**src/rtl/led7seg_pkg.sv**
```systemverilog
// rtl/led7seg_pkg.sv - shared segment constants, pattern table and FSM states for led7seg_capture
package led7seg_pkg;

    localparam int SEG_A  = 0;
    localparam int SEG_B  = 1;
    localparam int SEG_C  = 2;
    localparam int SEG_D  = 3;
    localparam int SEG_E  = 4;
    localparam int SEG_F  = 5;
    localparam int SEG_G  = 6;
    localparam int SEG_DP = 7;

    // Active-high abcdefg patterns for hex digits 0..F, bit SEG_A is segment a.
    localparam logic [6:0] SEG_TABLE [16] = '{
        7'h3F, 7'h06, 7'h5B, 7'h4F, 7'h66, 7'h6D, 7'h7D, 7'h07,
        7'h7F, 7'h6F, 7'h77, 7'h7C, 7'h39, 7'h5E, 7'h79, 7'h71
    };

    typedef enum logic [1:0] {IDLE, TRACK, LOCKED} state_t;

endpackage

```
**src/rtl/led7seg_decode.sv**
```systemverilog
// rtl/led7seg_decode.sv - active-high 7-segment pattern to hex nibble with legality flag
module led7seg_decode
    import led7seg_pkg::*;
(
    input  logic [6:0] seg,
    output logic [3:0] value,
    output logic       legal
);

    always_comb begin
        value = '0;
        legal = 1'b0;
        for (int i = 0; i < 16; i++) begin
            if (seg == SEG_TABLE[i]) begin
                value = 4'(i);
                legal = 1'b1;
            end
        end
    end

endmodule

```
**src/rtl/led7seg_capture.sv**
```systemverilog
// rtl/led7seg_capture.sv - samples a multiplexed 7-segment bus and rebuilds per-digit registers
module led7seg_capture
    import led7seg_pkg::*;
#(
    parameter int SYNC_STAGES = 2,
    parameter int STABLE_CYC  = 4,
    parameter int STALE_CYC   = 65535
) (
    input  logic        CLK,
    input  logic        RST_N,
    input  logic [7:0]  LED,
    input  logic [3:0]  SA,
    output logic [15:0] HEX,
    output logic [3:0]  DP,
    output logic [3:0]  VALID,
    output logic        UPD,
    output logic [1:0]  UPD_IDX,
    output logic        ERR
);

    localparam int          CW        = $clog2(STABLE_CYC + 1);
    localparam logic [16:0] STALE_LIM = 17'(STALE_CYC);

    logic [11:0]   sync_q [SYNC_STAGES];
    logic [11:0]   s;
    logic [11:0]   prev;
    logic [3:0]    act;
    logic          one_hot;
    logic [1:0]    idx;
    logic          same;
    logic [6:0]    seg_on;
    logic [3:0]    dec_val;
    logic          dec_legal;
    logic          cap_cycle;
    logic          cap_ok;
    state_t        state;
    logic [CW-1:0] cnt;
    logic [15:0]   stale_cnt [4];

    assign s      = sync_q[SYNC_STAGES-1];
    assign same   = (s == prev);
    assign seg_on = ~s[SEG_G:SEG_A];

    // An anode counts as active only on a clean 0; X/Z fall to the inactive branch.
    always_comb begin
        act = '0;
        for (int i = 0; i < 4; i++) begin
            if (s[8+i] == 1'b0) act[i] = 1'b1;
        end
    end

    always_comb begin
        one_hot = 1'b1;
        idx     = 2'd0;
        case (act)
            4'b0001: idx = 2'd0;
            4'b0010: idx = 2'd1;
            4'b0100: idx = 2'd2;
            4'b1000: idx = 2'd3;
            default: one_hot = 1'b0;
        endcase
    end

    led7seg_decode u_decode (
        .seg   (seg_on),
        .value (dec_val),
        .legal (dec_legal)
    );

    // The sample that brings the run length up to STABLE_CYC triggers the capture.
    assign cap_cycle = (state == TRACK) && one_hot && same && (cnt == CW'(STABLE_CYC - 1));
    assign cap_ok    = cap_cycle && dec_legal;

    always_ff @(posedge CLK) begin
        if (!RST_N) begin
            for (int i = 0; i < SYNC_STAGES; i++) sync_q[i] <= '0;
            for (int d = 0; d < 4; d++) stale_cnt[d] <= '0;
            prev    <= '0;
            state   <= IDLE;
            cnt     <= '0;
            HEX     <= '0;
            DP      <= '0;
            VALID   <= '0;
            UPD     <= 1'b0;
            UPD_IDX <= 2'd0;
            ERR     <= 1'b0;
        end else begin
            sync_q[0] <= {SA, LED};
            for (int i = 1; i < SYNC_STAGES; i++) sync_q[i] <= sync_q[i-1];
            prev <= s;
            UPD  <= cap_ok;

            case (state)
                IDLE: begin
                    if (one_hot) begin
                        state <= TRACK;
                        cnt   <= CW'(1);
                    end
                end
                TRACK: begin
                    if (!one_hot) begin
                        state <= IDLE;
                    end else if (!same) begin
                        cnt <= CW'(1);
                    end else if (cap_cycle) begin
                        state <= LOCKED;
                    end else begin
                        cnt <= cnt + CW'(1);
                    end
                end
                LOCKED: begin
                    if (!same) begin
                        state <= one_hot ? TRACK : IDLE;
                        cnt   <= CW'(1);
                    end
                end
                default: state <= IDLE;
            endcase

            if (cap_ok) begin
                HEX[4*idx +: 4] <= dec_val;
                DP[idx]         <= ~s[SEG_DP];
                UPD_IDX         <= idx;
            end
            if (cap_cycle && !dec_legal) ERR <= 1'b1;

            // A capture on the threshold cycle takes priority over the stale clear.
            for (int d = 0; d < 4; d++) begin
                if (cap_ok && (idx == 2'(d))) begin
                    VALID[d]     <= 1'b1;
                    stale_cnt[d] <= '0;
                end else if (VALID[d]) begin
                    if (stale_cnt[d] != 16'hFFFF) stale_cnt[d] <= stale_cnt[d] + 16'd1;
                    if (({1'b0, stale_cnt[d]} + 17'd1) >= STALE_LIM) VALID[d] <= 1'b0;
                end
            end
        end
    end

endmodule
```
**config.mk**
```make
export PLATFORM = sky130hd
export DESIGN_NAME = led7seg_capture
export DESIGN_NICKNAME = d
export VERILOG_FILES = /design/src/rtl/led7seg_pkg.sv /design/src/rtl/led7seg_decode.sv /design/src/rtl/led7seg_capture.sv
export SDC_FILE = /design/constraint.sdc
export NUM_CORES = 1
export LEC_CHECK = 0
export CAP_MARGIN = 20
export CORE_UTILIZATION = 60
export DETAILED_ROUTE_END_ITERATION = 8
export PLACE_DENSITY = 0.8
export SETUP_SLACK_MARGIN = 0.3
export SKIP_CTS_REPAIR_TIMING = 1
export SLEW_MARGIN = 20
export SYNTH_ARGS = -nofsm -noshare
export SYNTH_HDL_FRONTEND = slang
export SYNTH_SLANG_ARGS = --single-unit
```
**constraint.sdc**
```tcl
create_clock -name CLK -period 8.2 [get_ports CLK]
set_input_delay 2.46 -clock CLK [delete_from_list [all_inputs] [get_ports CLK]]
set_output_delay 2.46 -clock CLK [all_outputs]
set_load 0.005 [all_outputs]
```
# After elaboration in Yosys (flattened, before gate mapping)
# Memories as Yosys holds them, arrays and structs flattened.
# Cells that the tools add are included.
# W data, S select, Z words.
# word_totals
regBits	45
ram_bits	88
memories	2
# classes
add_sub_neg	10
magnitude_cmp	6
eq_ne	37
shift	2
n_mux	110
bitwise_logic	12
reduce_logical	17
# mem_list
name	words	width	read_ports	rd_clocked_by_memory_dff	wr	line_no	rtl
stale_cnt	4	16	4	0	4	led7seg_capture.sv:38	logic [15:0] stale_cnt [4];
sync_q	2	12	2	0	2	led7seg_capture.sv:24	logic [11:0] sync_q [SYNC_STAGES];
# ops
op	n
$mux W16	8
$eq A7 B7 Y1 const B	12
$mux W1	70
$add A16 B1 Y17 const B	4
$ge A17 B16 Y1 const B	4
$add A16 B1 Y16 const B	4
$ne A16 B16 Y1 const B	4
$neg A4 Y34	1
$shift A4 B34 Y16 const A	1
$shiftx A4 B34 Y16	1
$mux W4	8
$mux W3	9
$mux W12	2
$bwmux W16	1
$eq A7 B3 Y1 const B	2
$eq A7 B6 Y1 const B	2
$mux W2	7
$eq A12 B12 Y1	1
$pmux W2 S3	2
$logic_and A1 B1 Y1	10
$or A1 B1 Y1	10
$ne A3 B3 Y1 const B	3
$pmux W3 S3	1
$not A7 Y7	1
20 further kinds	26

# Depth between registers and ports, before layout
# An unclocked memory read counts as a cell.
# depth
depth_word	26
depth_mapped	9
mapped_depth_nobuf	8

# Cells and area by module
# Synthesis repeated with hierarchy kept, for this count alone.
# hier_totals
hier_cells	711
area_unflattened_um2	6949.2
# by_module_without_submodules
mod	instances	cells_each	area_each_um2	seq_area_each_um2
led7seg_capture	1	658	6581.3	3303.2
led7seg_decode	1	53	367.9	0.0

# Worst setup path before layout
# Ideal clock, no wire load.
# synth_path
path_type	input-to-reg
from	input RST_N
to	memory stale_cnt[3][0], enable pin
setup_time_ps	372
arrival_ps	3464
path_slack_ps	4365
path_stages	5
cell_sequence	clkbuf_1 -> inv_1 -> clkbuf_1 -> nor2_1 -> nand2_1
# synth_rtl
item	line_no	rtl
start: declaration	led7seg_capture.sv:10	input logic RST_N,
end: declaration	led7seg_capture.sv:38	

==> out/metrics.yaml <==
maxSlewHeadroom_pct: 32.6
finalMaxSlewViolations: 0
overflow: 0
cp_max_fo: 64
critPathKind: "in -> reg"
hold_viol: 0
vias: 5474
crit_path_end_kind: "flip-flop"
setup_violations: 0
p_comb_share_pct: 4.7
nets: 782
ir_drop_v: 0.000168
hold_class: "reg -> reg"
rsz0062_at_grt: "false"
crit_start: "RST_N"
initial_core_util_pct: 61.4
grt_pass1_vias: 4995
yosys_warnings: 0
via_per_inst: 6.02
cts_root_buf: "clkbuf_16"
numPortBuffers: 41
synth.avg_cell_area_um2: 9.65
switchingPower_uw: 345
fin_worst_skew_ns: 0.0172
crit_arrival_ns: 4.41
ant_nets: 0
power.internal_uw: 1240
cts_buffer_depth: 2
switching_share_pct: 21.9
synth_async_sr_flop_share_pct: 0
clkPwrFrac_pct: 48.7
crit_chain: "buf_2 -> inv_1 -> nor2_1 -> nand2_1"
synth_most_common_cell: "nor2_1"
htreeDepth: 4
pwr-share-seq_pct: 46.7
reg2reg_from: "sync_q[0][15]"
synth_top_area_share_pct: 27.4
synth.top_cells.by_area: "edfxtp_1, dfxtp_1, xnor2_1"
dpl.hpwl_um: 9650
crit_path_start_kind: "input pin"
numCtsBuffers: 17
first_iter_violations: 509
yosysUniqueCellTypes: 68
grt.total_usage_pct: 25.2
synthFlopType: "dfxtp_1"
cap_violations: 0
dp.cells: 878
post-route-period-util_pct: 53.8
cts.clk_slew.worst_paths_ns: 0.06
worstMarginPinSlew_ns: 1.01
clock-sinks: 133
n_antenna_cell: 0
synth_enable_flop_cells: 64
fp.dieH_um: 110
synth_top_area_cell: "edfxtp_1"
grt_pass1_wl_um: 23400
p_leak_uw: 0.00277
fp-row-count: 39
drc_errors: 2
clock_latency_ns: 0.43
antenna_found_initial: 0
period_minus_slack_ns: 4.41
grt_max_degree: 65
cp.required_ns: 8.20
status: "complete, but fails checks"
drt_first_pass_iters: 8
dieWidth_um: 110
syn2layout_area_growth_pct: 13.9
hp-start: "sync_q[0][0]"
netlist_area_mm2: 0.00701
cts_tree: "done"
syn-instance-count: 726
cp_slowest_stage_delay_ns: 0.67
tns_ns: 0
wl_per_cell_um: 15.6
dieArea_mm2: 0.0121
gp_congestion: 0.811
ys_ff_latch: 133
drt_wl_total_um: 14200
final_cells: 910
failed_checks: "DRC"
core_area_mm2: 0.0114
crit_slowest_cell: "buf_2"
drive_above_1_share_pct: 7.04
timing.fmax_ghz: 0.227
io_pins: 42
synth.net_count: 754
ys_seq_area_share_pct: 47.1
synth_top_cells_by_count: "nor2_1, nand2_1, dfxtp_1"
p_per_area_mw_per_mm2: 198
## worst paths after layout
kind	slack [ns]	to	depth (start not counted)
max	3.79	stale_cnt[3][5]	4
min reg2reg	0.43	sync_q[0][12]	1
max reg2reg	4.34	stale_cnt[1][12]	6
min	0.43	sync_q[0][12]	1
## area by class of cell
class | count | area, µm²
clock buffers | 23 | 532
flip-flops and latches | 133 | 3300
fillers | 872 | 3440
multi-input cells | 542 | 3410
clock inverters | 9 | 83.8
well taps | 143 | 179
inverters | 19 | 71.3
repair buffers | 41 | 405
## cell usage in the layout (no fill, tap or decap), types with 3 or more instances in the layout
master	count
mux2i_1	16
or3b_2	3
nor2_1	98
edfxtp_1	64
or4_1	4
and4_1	6
nand4b_1	5
nor3_1	20
and4b_1	3
o31ai_1	3
clkdlybuf4s50_1	40
a21oi_1	24
a32oi_1	3
xnor2_1	43
and2_1	37
o21ai_0	9
a311oi_1	4
nor3b_1	5
nor4_1	7
o22ai_1	5
inv_1	19
a31oi_1	6
nand2b_1	6
nand3b_1	6
clkinv_2	3
o2111ai_1	7
clkbuf_16	20
and3_1	6
nand3_1	33
xor2_1	31
nand2_1	76
nand4_1	19
ha_1	14
and4_2	3
dfxtp_1	69
## through the flow
step / worst slack, ns / instance area (µm²) / hold slack [ns] / power [µW] / util [%]
after floorplan: 4.36 / 7010 / 0.412 / 806 / -
after global placement: 3.46 / 7370 / 0.414 / 819 / 64.5
after detailed placement: 3.39 / 7370 / 0.419 / 824 / 64.5
after CTS: 3.79 / 7980 / 0.436 / 1590 / 69.9
after global routing: 3.47 / 7980 / 0.446 / 1630 / 69.9
final: 3.79 / 7980 / 0.432 / 1580 / 69.9
## registers in the layout, summed over array words and instances, names as in the netlist
| signal | flops |
|---|---|
| DP | 4 |
| state | 2 |
| stale_cnt | 64 |
| prev | 12 |
| HEX | 16 |
| cnt | 3 |
| UPD_IDX | 2 |
| VALID | 4 |
| sync_q | 24 |
| ERR | 1 |
| UPD | 1 |
## kinds of logic after synthesis
| group | after synthesis | synth area share, % |
|---|---|---|
| mux | 17 | 2.45 |
| compound gates | 88 | 9.05 |
| simple gates | 349 | 25.4 |
| fa+ha+maj | 14 | 2.50 |
| flops | 133 | 47.1 |
| xor+xnor | 74 | 9.25 |
| buf+inv | 51 | 4.25 |
## power groups by stage
stage	clock network, µW	logic, µW	registers, µW
finish	769	73.8	737
global route	805	82.2	741
CTS	775	73.5	737
detailed placement	0	72.8	751
global placement	0	70.0	749
floorplan	0	65.6	740
## routing by layer
layer	track usage, %	vias up	wire [µm]
met5	0	-	0
met4	11.1	0	328
met2	41.1	187	6880
met3	5.41	33	749
li1	-	2653	-
met1	32.2	2601	6200
## critical path, delay by kind of cell
kind	cells	cell delay, ns
buffers and inverters	2	1.28
AND/OR/NAND/NOR	2	0.67
Note: power is estimated with default switching activity, not from simulation.
==> RTL change 1, RTL diff (same settings) <==
Set the parameter `SYNC_STAGES` to 4 (it was 2).
--- a/src/rtl/led7seg_capture.sv
+++ b/src/rtl/led7seg_capture.sv
@@ -4,3 +4,3 @@
 #(
-    parameter int SYNC_STAGES = 2,
+    parameter int SYNC_STAGES = 4,
     parameter int STABLE_CYC  = 4,
Formal check against the unedited RTL: not equivalent (a bounded check fails within 10 cycles, from zero or initial values and one cycle with RST_N low).
==> RTL change 1 against the unedited design <==
  * Sequential cell count is 24 higher
  * Wire length is 2.9% higher
  * Utilization is 1.2 points higher
  * Power is 11% higher
  * Critical path depth stayed put
  * Largest cell class is now registers
  * Worst setup slack better by 0.15 ns
  * Synthesized area is 8.1% higher
  * Design area is 8.4% higher
==> RTL change 1: results (changes against the unedited design) <==
- Share of cells above drive strength 1: 6.80% (-0.24 points)
- Vias per std cell: 5.74 (-4.6%)
- Number of non-clock inverters: 14 (-5)
- Signal buf overhead: 4.86% (-0.22 points)
- Synth Area in Compound Gates: 7.73% (-1.3 points)
- Non-CTS buffers: 43 (+4.9%)
- Worst slack, placed: 3.48 ns (+0.0916 ns)
- Worst skew pair latency: 0.43 ns (about the same)
- Crit path arrival time: 4.33 ns (-0.08 ns)
- Fillcell total: 894 (+2.5%)
- Largest net degree at the start of global routing: 101 (+55%)
- Crit Path Class: in -> reg
- Port Buffers: 41 (unchanged)
- Placed wire-length estimate: 9.86 mm (+2.2%)
- Total GRT Usage: 23.9% (-1.3 points)
- Num sequential: 157 (+18%)
- Vias in the first global route: 5,237 (+4.8%)
- DR WL/cell: 14.9 um (-4.2%)
- Crit-path max cell delay: 0.76 ns (+0.09 ns)
- Status: finished, final reports clean
- Register area share after synthesis: 49.9% (+2.8 points)
- EDFF count, synth: 64 (unchanged)
- R2r startpoint: sync_q[0][39]$_SDFF_PN0_
- Multiplexer area fraction after synthesis: 1.50% (-0.94 points)
- Placer Congestion: 0.893 (+10%)
- Crit-path slowest cell: or3_1
- P_leak: 3.03 nW (+9.2%)
- Mean Syn Cell Area: 9.79 um2 (+1.4%)
- DP Area: 0.00803 mm2 (+9.0%)
- Syn nets: 804 (+6.6%)
- Hold_sp: sync_q[0][22]$_SDFF_PN0_
- Post-Synth XOR/XNOR Area: 8.67% (-0.58 points)
- Seq area share: 43.7% (+2.4 points)
- Relative slew slack: 31.9% (-0.74 points)
- Layout Skew: 0.00789 ns (-0.00927 ns)
- Comb_multi_in: 563 (+3.9%)
- TritonRoute pass-1 iters: 5 (-3)
- Multi-input gate area: 0.00356 mm2 (+4.6%)
- Core area: 0.0122 mm2 (+6.5%)
- Nets: 826 (+5.6%)
- CP max FO: 100 (+56%)
- First-pass GRT wire length: 24.6 mm (+5.5%)
- Post-synthesis adder-cell area fraction: 2.64% (+0.14 points)
- Final Cell Area: 0.00865 mm2 (+8.4%)
- Initial DRC count: 569 (+12%)
- Most frequent cells after synthesis: 102 x nor2_1, 93 x dfxtp_1, 65 x and2_1, 64 x edfxtp_1, 51 x nand2_1
- Post-Place Cells: 945 (+7.6%)
- Fin cells: 977 (+7.4%)
- Largest regs: stale_cnt x64, sync_q x48, HEX x16
- Top cells by area, synth: edfxtp_1 25%, dfxtp_1 25%, and2_1 5.4%, nor2_1 5.1%, xor2_1 4.6%
- Final clock-cell share: 7.17% (-0.54 points)
-- RTL change 1: worst paths after layout --
| check | endpoint | slack (ns) | cells after the start |
|---|---|---|---|
| worst max register to register | stale_cnt[0][7]$_SDFFCE_PN0P_ | 4.57 | 6 |
| worst min register to register | sync_q[0][34]$_SDFF_PN0_ | 0.43 | 1 |
| worst min-delay path | sync_q[0][34]$_SDFF_PN0_ | 0.43 | 1 |
| worst max-delay path | stale_cnt[2][12]$_SDFFCE_PN0P_ | 3.94 | 4 |
-- RTL change 1: per-layer routing --
metal	up-vias	global-route usage, %	share of wire, %
li1	2763	-	-
met1	2659	32.1	46
met2	164	38.3	48
met3	23	3.97	4.3
met4	0	10.4	2.0
met5	-	0	0
-- RTL change 1: where the power goes --
group          internal, W  switching [W]  leakage (nW)
clock             0.000466       0.000348         0.303
sequential        0.000835      0.0000246          1.38
combinational    0.0000341      0.0000436          1.35
total              0.00134       0.000417          3.03
==> RTL change 2, RTL diff (same flow settings) <==
Made on the original files. Put one more register stage on the output `ERR`. The value now appears one clock later. The other outputs are not delayed to match.
--- a/src/rtl/led7seg_capture.sv
+++ b/src/rtl/led7seg_capture.sv
@@ -22,2 +22,4 @@
     localparam logic [16:0] STALE_LIM = 17'(STALE_CYC);
+
+    logic ERR_s0;
 
@@ -85,3 +87,3 @@
             UPD_IDX <= 2'd0;
-            ERR     <= 1'b0;
+            ERR_s0  <= 1'b0;
         end else begin
@@ -124,3 +126,3 @@
             end
-            if (cap_cycle && !dec_legal) ERR <= 1'b1;
+            if (cap_cycle && !dec_legal) ERR_s0 <= 1'b1;
 
@@ -139,2 +141,6 @@
 
+    always_ff @(posedge CLK) begin
+        ERR <= ERR_s0;
+    end
+
 endmodule
Function: changed (Yosys sat finds a counterexample within 10 cycles, from zero or initial values and one cycle with RST_N low).
==> RTL change 2 against the unedited design <==
  * Largest power group unchanged
  * Maximum frequency up 1.4%
  * Cell count up 0.11%
  * Sequential cell count up 1
  * Power grew 1.3%
  * Wire length hardly changed
  * Synthesized area rose by 0.29%
  * Design area increased by 0.50%
  * Via count is 1.2% lower
  * Global-route usage decreased by 0.19 points
  * Utilization is 0.35 points higher
  * Largest cell class unchanged
  * Non-clock buffer count did not move
  * Worst setup slack gained 0.059 ns
==> RTL change 2: results (changes against the unedited design) <==
- Status: finished, final reports clean
- Top cells by area, synth: edfxtp_1 27%, dfxtp_1 20%, xnor2_1 5.4%, nor2_1 5.2%, nand2_1 4.1%
- Worst hold path stage count: 0 (-1)
- Slew @ Worst Pin: 0.970 ns (-0.0416 ns)
- Hold_sp: ERR_s0$_SDFFE_PN0P_
- Reg2Reg Setup Slack: 4.36 ns (+0.02 ns)
- Worst R2R End: stale_cnt[1][2]$_SDFFCE_PN0P_
- CP Capture Point: stale_cnt[3][3]$_SDFFCE_PN0P_
- Nets: 783 (+0.13%)
- Post-Place Cells: 879 (+0.11%)
- Worst slack, placed: 3.42 ns (+0.0250 ns)
- Initial DRC count: 479 (-5.9%)
- Smallest hold slack: 0.377 ns (-0.0557 ns)
- Netlist cell types: 68 (unchanged)
- DP Area: 0.00739 mm2 (+0.27%)
- Placed wire-length estimate: 9.63 mm (-0.15%)
- Initial antenna violation count: 0 (unchanged)
- Layout Skew: 0.00646 ns (-0.0107 ns)
- Core Util, Final: 70.3% (+0.35 points)
- VDD IR max: 0.000172 V (+2.2%)
- TritonRoute pass-1 iters: 6 (-2)
- Synth Flop Type: dfxtp_1
- P_leak: 2.78 nW (+0.42%)
- Most frequent cells after synthesis: 98 x nor2_1, 76 x nand2_1, 70 x dfxtp_1, 64 x edfxtp_1, 43 x xnor2_1
- Final worst slack: 3.85 ns (+0.0592 ns)
- Syn nets: 755 (+0.13%)
- Largest regs: stale_cnt x64, sync_q x24, HEX x16
- Final wirelength: 14.2 mm (about the same)
- Fillcell total: 853 (-2.2%)
- Placer Congestion: 0.808 (-0.39%)
- Post-synth ARST share: 0% (unchanged)
- Total GRT Usage: 25.0% (-0.19 points)
- Crit path arrival time: 4.36 ns (-0.05 ns)
- First-pass GRT wire length: 23.2 mm (-0.80%)
- Vias: 5,407 (-1.2%)
- DR WL/cell: 15.6 um (about the same)
- Register area share after synthesis: 47.3% (+0.15 points)
- WHS Endpoint: ERR$_DFF_P_
- Vias in the first global route: 4,977 (-0.36%)
- Synth Instances: 727 (+0.14%)
- Share of cells above drive strength 1: 7.03% (-0.0092 points)
## RTL change 2: cells by family after synthesis
group           after synthesis  synth area share (%)
buf+inv                      51                  4.24
compound gates               88                  9.02
flops                       134                  47.3
simple gates                349                  25.3
mux                          17                  2.44
xor+xnor                     74                  9.22
fa+ha+maj                    14                  2.49
## RTL change 2: final cells by class
class / instances / area share (%)
Tap cell: 143 / 2.23
Multi-Input combinational cell: 542 / 42.5
Inverter: 19 / 0.889
Clock inverter: 8 / 0.983
Sequential cell: 134 / 41.4
Timing Repair Buffer: 41 / 5.05
Clock buffer: 24 / 6.94
## RTL change 2: routing by layer
metal  global-route usage, %  wire (um)  vias up
li1                        -          -     2647
met1                    31.8       6280     2588
met2                    41.7       6960      151
met3                    6.53        744       21
met4                    7.61        189        0
met5                       0          0        -
## RTL change 2: where the power goes
group          total [W]  switching [W]  internal (W)
registers       0.000743      0.0000238      0.000719
clock network   0.000785       0.000279      0.000506
logic          0.0000735      0.0000401     0.0000334
total            0.00160       0.000343       0.00126
